### src/rtl/lab1_2_bist.sv
// Self-test initiator for the signed 4-bit adder/subtractor lab1_2: sweeps all 512 {m,a,b} vectors.
// Optional macro LAB1_2_BIST_STOP_ON_FAIL_EN: end the sweep at the first mismatching vector.
module lab1_2_bist #(
  parameter int SETTLE_CYC = 1,
  parameter int ERR_W      = 10
) (
  input  logic             clk,
  input  logic             rst,
  input  logic             start,
  output logic [3:0]       a_out,
  output logic [3:0]       b_out,
  output logic             m_out,
  input  logic [3:0]       s_in,
  input  logic             v_in,
  output logic             busy,
  output logic             done,
  output logic             pass,
  output logic [ERR_W-1:0] err_cnt,
  output logic [8:0]       first_fail,
  output logic             fail_seen
);

  typedef enum logic [2:0] {IDLE, DRIVE, WAIT, CHECK, DONE} state_t;

  state_t     state, state_nxt;
  logic [8:0] idx;
  logic [8:0] vec;
  logic [3:0] cnt;
  logic [3:0] s_exp;
  logic       v_exp;
  logic       mismatch;
  logic       last_vec;

  assign {m_out, a_out, b_out} = vec;
  assign busy = (state == DRIVE) || (state == WAIT) || (state == CHECK);
  assign done = (state == DONE);
  assign pass = (state == DONE) && (err_cnt == '0);
  assign last_vec = (idx == 9'h1FF);

  // Expected result is taken from the held vector, not idx, so it matches what lab1_2 actually sees.
  always_comb begin
    s_exp    = a_out + (m_out ? (~b_out + 4'd1) : b_out);
    v_exp    = m_out ? ((a_out[3] != b_out[3]) && (s_exp[3] != a_out[3]))
                     : ((a_out[3] == b_out[3]) && (s_exp[3] != a_out[3]));
    mismatch = (s_in != s_exp) || (v_in != v_exp);
  end

  always_comb begin
    state_nxt = state;
    case (state)
      IDLE:  if (start) state_nxt = DRIVE;
      DRIVE: state_nxt = WAIT;
      WAIT:  if (cnt <= 4'd1) state_nxt = CHECK;
      CHECK: begin
`ifdef LAB1_2_BIST_STOP_ON_FAIL_EN
        if (last_vec || mismatch) state_nxt = DONE;
`else
        if (last_vec) state_nxt = DONE;
`endif
        else state_nxt = DRIVE;
      end
      DONE:  if (start) state_nxt = DRIVE;
      default: state_nxt = IDLE;
    endcase
  end

  always_ff @(posedge clk) begin
    if (rst) begin
      state      <= IDLE;
      idx        <= '0;
      vec        <= '0;
      cnt        <= '0;
      err_cnt    <= '0;
      first_fail <= '0;
      fail_seen  <= 1'b0;
    end else begin
      state <= state_nxt;
      case (state)
        IDLE, DONE: begin
          if (start) begin
            idx        <= '0;
            err_cnt    <= '0;
            first_fail <= '0;
            fail_seen  <= 1'b0;
          end
        end
        DRIVE: begin
          vec <= idx;
          cnt <= 4'(SETTLE_CYC);
        end
        WAIT: cnt <= cnt - 4'd1;
        CHECK: begin
          if (mismatch) begin
            if (err_cnt != '1) err_cnt <= err_cnt + 1'b1;
            if (!fail_seen) begin
              first_fail <= vec;
              fail_seen  <= 1'b1;
            end
          end
          if (!last_vec) idx <= idx + 9'd1;
        end
        default: ;
      endcase
    end
  end

endmodule

### config.mk
export PLATFORM = sky130hd
export DESIGN_NAME = lab1_2_bist
export DESIGN_NICKNAME = d
export VERILOG_FILES = /design/src/rtl/lab1_2_bist.sv
export SDC_FILE = /design/constraint.sdc
export NUM_CORES = 1
export LEC_CHECK = 0
export CAP_MARGIN = 5
export CORE_MARGIN = 1
export CORE_UTILIZATION = 52
export DETAILED_ROUTE_END_ITERATION = 16
export GPL_TIMING_DRIVEN = 0
export PLACE_DENSITY = 0.88
export REMOVE_ABC_BUFFERS = 1
export SLEW_MARGIN = 25
export SYNTH_ARGS = -nofsm -noshare
export SYNTH_HDL_FRONTEND = slang
export SYNTH_SLANG_ARGS = --single-unit
export TNS_END_PERCENT = 50
### constraint.sdc
create_clock -name clk -period 8.7 [get_ports clk]
set_clock_uncertainty 0.1 [all_clocks]
set_input_delay 1.74 -clock clk [delete_from_list [all_inputs] [get_ports clk]]
set_output_delay 1.74 -clock clk [all_outputs]
set_load 0.02 [all_outputs]
==> metrics.md, run 1 <==
| Metric | Value |
|---|---|
| Status | complete, no violations |
| Synth Flop Type | dfxtp_1 |
| Post-synthesis cell area | 2355 sq um |
| Cell taking the most area after synthesis | dfxtp_1 |
| Post-synth top cells | 45 x dfxtp_1, 34 x nor2_1, 33 x a21oi_1 |
| Ys Warns | 0 |
| Setup WS post-layout | 4655 ps |
| Switching power | 0.1347 mW |
| Via density | 5.911 |
| Largest net degree at the start of global routing | 34 |
| Flop-to-flop setup slack | 4980 ps |
| Vias in the first global route | 2069 |
| CP max-delay cell | clkdlybuf4s50_1 |
| Peak supply drop | 79.33 uV |
| WL/cell | 14.08 microns |
| Complex-gate fraction of the synthesized area | 0.1727 |
| Lkg Pwr | 1.020 nW |
| Die Width | 69.30 microns |
| Switching portion of total power | 0.3017 |
| Final setup vio count | 0 |
| Gate power share | 0.203 |
| CP startpoint | state[0] |
| Core Util, Final | 0.6537 |
| Gate Count Post-Synth | 285 |
| Slew @ Worst Pin | 763.1 ps |
| Number of remaining DRC errors | 0 |
| Pins Over Slew Limit | 0 |
| Row count | 24 |
| Internal power | 0.3117 mW |
| Die Ht | 69.30 microns |
| Number of enable flip-flop cells after synthesis | 0 |
| CTS tree | built |
| Area Overhead vs Synth | 20.88% |
| Post-CTS Setup Inserts | 0 |
| Crit path to | pass |
| Origin of the critical flop-to-flop path | vec[0] |
| Pre-CTS WS | 4572 ps |
| Worst Setup End Kind | primary output |
| Total of max-cap violations | 0 |
| Critical path, cell by cell | nor2_1, nand2_1, nor4_1, and4b_1, clkdlybuf4s50_1 |
| Register area share after synthesis | 0.3826 |
| CTS H-tree depth | 2 |
| Final Hold Viols | 0 |
| FF/Latch Area | 900.9 sq um |
| Share of cells above drive strength 1 | 0.05031 |
| Root Buffer | clkbuf_8 |
| DRT Pass-1 Iters | 4 |
| Main combinational cell family by area after synthesis | simple AND/OR/NAND/NOR gates |
| Data required, critical path | 6860 ps |
| Crit path DAT | 2200 ps |
| Grt total ovfl | 0 |
| Post-CTS Resized | 0 |
| Clock share of power | 0.293 |
| Vias | 2187 |
| Most frequent cell after synthesis | dfxtp_1 |
| Worst r2r path cells | 12 |
| Cell area after layout | 2846 sq um |
| Initial core utilization | 0.5408 |
| Setup TNS | 0 ps |
| RSZ-0062 raised after global routing | false |
| Post-Synth XOR/XNOR Area | 0.05792 |
| Multi-input logic area | 1356 sq um |
| Mux contribution to synthesized area | 0.03029 |
| Final nets | 337 |
| Share of the synthesized area in the top cell type | 0.3826 |
| Dpl cell area | 2756 sq um |
| Die ar. | 4802 sq um |
| # diodes | 0 |
| Cell variety after synth | 44 |
| Worst setup SP type | flip-flop |
| Hold Crit Class | flip-flop to flip-flop |
| I/O Buffers | 39 |
| Sequential share of power | 0.504 |
| Initial antenna violation count | 0 |
| Final ANT Viol Nets | 0 |
| CP Class | flip-flop to primary output |
| Clock sinks | 45 |
| Critical R2R Capture | first_fail[2] |
| Post-synthesis average cell area | 8.262 sq um |
| Final Critical Period | 4045 ps |
| Cts hold-fix bufs | 0 |
| Max clock buf depth | 2 |
| Relative slew slack | 0.4882 |
| CP max FO | 13 |
| Cell Count, Final, Fillers Out | 370 |
| Critical Path Max Stage Delay | 590 ps |
| Worst-path clk slew | 80 ps |
| TritonCTS buffer count | 5 |
| Num ports | 40 |
| Placed Cells incl. Taps | 363 |
| WL final | 5209 microns |
| Fill count | 370 |
| Final HPWL DP | 3716 microns |
| First-pass GRT wire length | 8921 microns |
| Clk_lat worst skew | 300 ps |
| Achievable clock frequency | 0.2472 GHz |
| GRT Total Usage | 0.2288 |
| Synth area leaders | dfxtp_1 38%, a21oi_1 7.0%, nor2_1 5.4% |
| DR iter-0 viols | 77 |
| CORE AREA | 4354 sq um |
| Period utilisation layout | 0.4649 |
| Pwr per Cell Area | 156.8 nW/um^2 |
| #FFs+latches synth | 45 |
| Async SR Flop Fraction | 0 |
| GPL Wtd Cong | 0.8936 |
| Post-synthesis adder-cell area fraction | 0.06164 |
| Post-Synth Simple-Gate Area | 0.2513 |
==> cell usage in the layout (no fill, tap or decap), types with 2 or more instances in the layout <==
cell,count
a211oi_1,2
a21oi_1,33
and3_1,5
clkbuf_8,6
clkdlybuf4s50_1,38
dfxtp_1,45
ha_1,10
inv_1,11
mux2i_1,6
nand2_1,30
nand2b_1,4
nand3_1,10
nand3b_1,3
nand4_1,9
nor2_1,34
nor3_1,3
nor4_1,2
o21ai_0,8
o21ai_1,5
o31ai_1,5
o41ai_1,3
or3_1,9
or4_1,4
xnor2_1,6
xor2_1,7
==> registers in the layout, summed over array words and instances, names as in the netlist <==
name,count
err_cnt,10
first_fail,9
idx,9
vec,9
cnt,4
state,3
fail_seen,1
==> worst max-delay path: cells and delay by family (launching register included) <==
| family | cells | cell delay (ps) |
|---|---|---|
| simple gates | 4 | 870 |
| flops | 1 | 440 |
| buf+inv | 1 | 590 |
==> routing by layer <==
layer  GRT usage  share of wire  up-vias
met4      0.1111          0.033        0
met2      0.3916           0.48       77
met5           0              0        -
met3     0.04360          0.053       16
li1            -              -     1071
met1      0.2741           0.43     1023
==> stage by stage <==
stage | hold slack [ps] | power [mW]
2_1_floorplan | 358.7 | 0.2914
3_3_place_gp | 339.9 | 0.3157
3_5_place_dp | 345.4 | 0.3188
4_1_cts | 356.4 | 0.4498
5_1_grt | 395.2 | 0.4688
6_report | 354.8 | 0.4463
==> layout make-up <==
class	count	area share
clock inverter	1	0.002637
sequential	45	0.3165
clock buffer	6	0.02901
timing repair buffer	40	0.1380
multi-input combinational	215	0.4765
tap	52	0.02286
inverter	11	0.01451
==> power groups by stage <==
stage                     sequential (mW)  clock [mW]  combinational, mW
after global routing                0.227       0.141              0.101
after floorplan                     0.228           0             0.0629
after global placement              0.229           0             0.0868
after CTS                           0.225       0.135             0.0902
final                               0.225       0.131             0.0905
after detailed placement            0.229           0             0.0894
==> how the worst min path moves through the flow <==
| stage | slack (ps) | startpoint | end | cells after the start |
|---|---|---|---|---|
| 2_1_floorplan | 360 | idx[8] | idx[8] | 2 |
| 3_3_place_gp | 340 | first_fail[6] | first_fail[6] | 2 |
| 3_5_place_dp | 350 | first_fail[6] | first_fail[6] | 2 |
| 4_1_cts | 360 | first_fail[6] | first_fail[6] | 2 |
| 5_1_grt | 400 | first_fail[8] | first_fail[8] | 2 |
| 6_report | 350 | first_fail[6] | first_fail[6] | 2 |
==> cells by family after synthesis <==
group | Yosys count
simple gates | 119
xor+xnor | 14
mux | 7
buf+inv | 25
flops | 45
compound gates | 64
fa+ha+maj | 11
No activity file was read; power rests on OpenSTA's default activity.
==> run 2: changes to the inputs <==
Settings changed: CORE_UTILIZATION 52 to 48, PLACE_DENSITY 0.88 to 0.86.
Clock period 8.7 ns to 3.7 ns, I/O delays scaled along.
==> metrics.md, run 2 (synthesized netlist as in run 1, its figures left out) <==
| Metric | Value |
|---|---|
| Hold Crit Class | flip-flop to flip-flop |
| Post-CTS Setup Inserts | 0 |
| Achievable clock frequency | 0.2826 GHz |
| Final HPWL DP | 3697 microns |
| I/O Buffers | 39 |
| Die Ht | 72.04 microns |
| Pins Over Slew Limit | 0 |
| Die ar. | 5190 sq um |
| Slew @ Worst Pin | 718.0 ps |
| Worst setup SP type | flip-flop |
| Peak supply drop | 206.7 uV |
| Final ANT Viol Nets | 0 |
| Status | complete, no violations |
| Hold path depth | 2 |
| Vias in the first global route | 1917 |
| Relative slew slack | 0.5214 |
| Flop-to-flop setup slack | 160 ps |
| WL final | 5333 microns |
| Number of remaining DRC errors | 0 |
| WL/cell | 13.82 microns |
| Lkg Pwr | 1.018 nW |
| Initial antenna violation count | 0 |
| CP max FO | 19 |
| Cell Count, Final, Fillers Out | 386 |
| Final Hold Viols | 0 |
| Share of cells above drive strength 1 | 0.05329 |
| Clock sinks | 45 |
| Setup TNS | 0 ps |
| Root Buffer | clkbuf_8 |
| DRT Pass-1 Iters | 4 |
| Reg with most FFs | err_cnt |
| Cell area after layout | 2873 sq um |
| Dpl cell area | 2780 sq um |
| Via density | 5.627 |
| Max clock buf depth | 2 |
| Largest net degree at the start of global routing | 34 |
| TritonCTS buffer count | 5 |
| Die Width | 72.04 microns |
| Data required, critical path | 3760 ps |
| Max reg flops | 10 |
| Origin of the critical flop-to-flop path | vec[1] |
| Clk_lat worst skew | 300 ps |
| # diodes | 0 |
| Vias | 2172 |
| Placed Cells incl. Taps | 378 |
| Cts hold-fix bufs | 0 |
| GPL Wtd Cong | 0.8838 |
| Final nets | 337 |
| DR iter-0 viols | 151 |
| Min-delay src | first_fail[6] |
| Area Overhead vs Synth | 22.00% |
| Commonest cells after routing, fill and taps aside | 44 x dfxtp_1, 38 x clkdlybuf4s50_1, 34 x nor2_1 |
| Num ports | 40 |
| Period utilisation layout | 0.9564 |
| Total of max-cap violations | 0 |
| Fill count | 418 |
| Grt total ovfl | 0 |
| Pwr per Cell Area | 365.3 nW/um^2 |
| CTS H-tree depth | 2 |
| CORE AREA | 4723 sq um |
| First-pass GRT wire length | 8714 microns |
| Most common cell after layout, fill and taps aside | dfxtp_1 |
| RSZ-0062 raised after global routing | true |
| Worst Setup End Kind | flip-flop |
| Crit path DAT | 3600 ps |
| Initial core utilization | 0.4985 |
| GRT Total Usage | 0.2157 |
| Worst-path clk slew | 80 ps |
| Final Critical Period | 3539 ps |
| Final setup vio count | 0 |
| Row count | 25 |
| CP Class | flip-flop to flip-flop |
| CTS tree | built |
| WHS Endpoint | first_fail[6] |
| Worst r2r path cells | 12 |
| Critical R2R Capture | err_cnt[2] |
## run 2: changes by cell type in the layout (fill, tap and decap cells not counted)
cell      before  now
dfxtp_1       45   44
a21oi_2        0    1
clkbuf_1       0    2
a21oi_1       33   32
dfxtp_2        0    1
clkbuf_8       6    5
o31ai_2        1    0
o31ai_4        1    2
## run 2: power breakdown
group	switching (mW)	leakage, nW	internal [mW]	total [mW]
logic	0.131	0.615	0.0859	0.217
clock network	0.169	0.0385	0.134	0.303
registers	0.0278	0.364	0.501	0.529
total	0.328	1.02	0.721	1.05
## run 2: routing by layer
metal  global-route usage  wire, microns
met1               0.2677           2445
met2               0.3543           2383
met3              0.05556            340
met4              0.09586            164
met5                    0              0
## run 2: worst max-delay path by stage
stage | endpoint | start | slack, ps | cells past startpoint
final | err_cnt[2] | vec[1] | 160 | 12
after global routing | err_cnt[5] | vec[1] | -9 | 12
after CTS | first_fail[7] | vec[0] | 20 | 12
after detailed placement | first_fail[1] | vec[0] | 70 | 12
after global placement | first_fail[3] | vec[0] | 140 | 12
after floorplan | err_cnt[5] | vec[0] | 300 | 12
## run 2: layout make-up
class	count	area, sq um	share of cell area
multi-input cells	215	1369	0.4765
flip-flops and latches	45	902.1	0.3140
repair buffers	40	392.9	0.1368
well taps	67	83.83	0.02918
clock buffers	7	76.32	0.02657
inverters	11	41.29	0.01437
clock inverters	1	7.507	0.002613
## run 2: repair_timing
item,in CTS,in global routing
endpoints found under the hold margin,0,0
setup endpoints to repair,0,19
gates resized for setup,0,3
## run 2: critical path, cell delays in order (launching register included)
cell and delay [ps]:
dfxtp_1 400, inv_1 120, ha_1 200, nand2b_1 150, xnor2_1 140, ha_1 340
a21oi_2 210, a21oi_1 110, or4_4 540, and4_4 230, o31ai_4 590, or3_1 210
a21oi_1 60
## run 2: metrics by stage
stage | hold WS (ps) | setup WS [ps] | util | power [mW]
finish | 352.1 | 161.5 | 0.6082 | 1.049
global route | 383.6 | -9.020 | 0.6082 | 1.103
CTS | 355.7 | 15.04 | 0.6064 | 1.050
detailed placement | 343.7 | 66.13 | 0.5886 | 0.7525
global placement | 341.7 | 136.3 | 0.5860 | 0.7421
floorplan | 358.7 | 298.1 | - | 0.6852
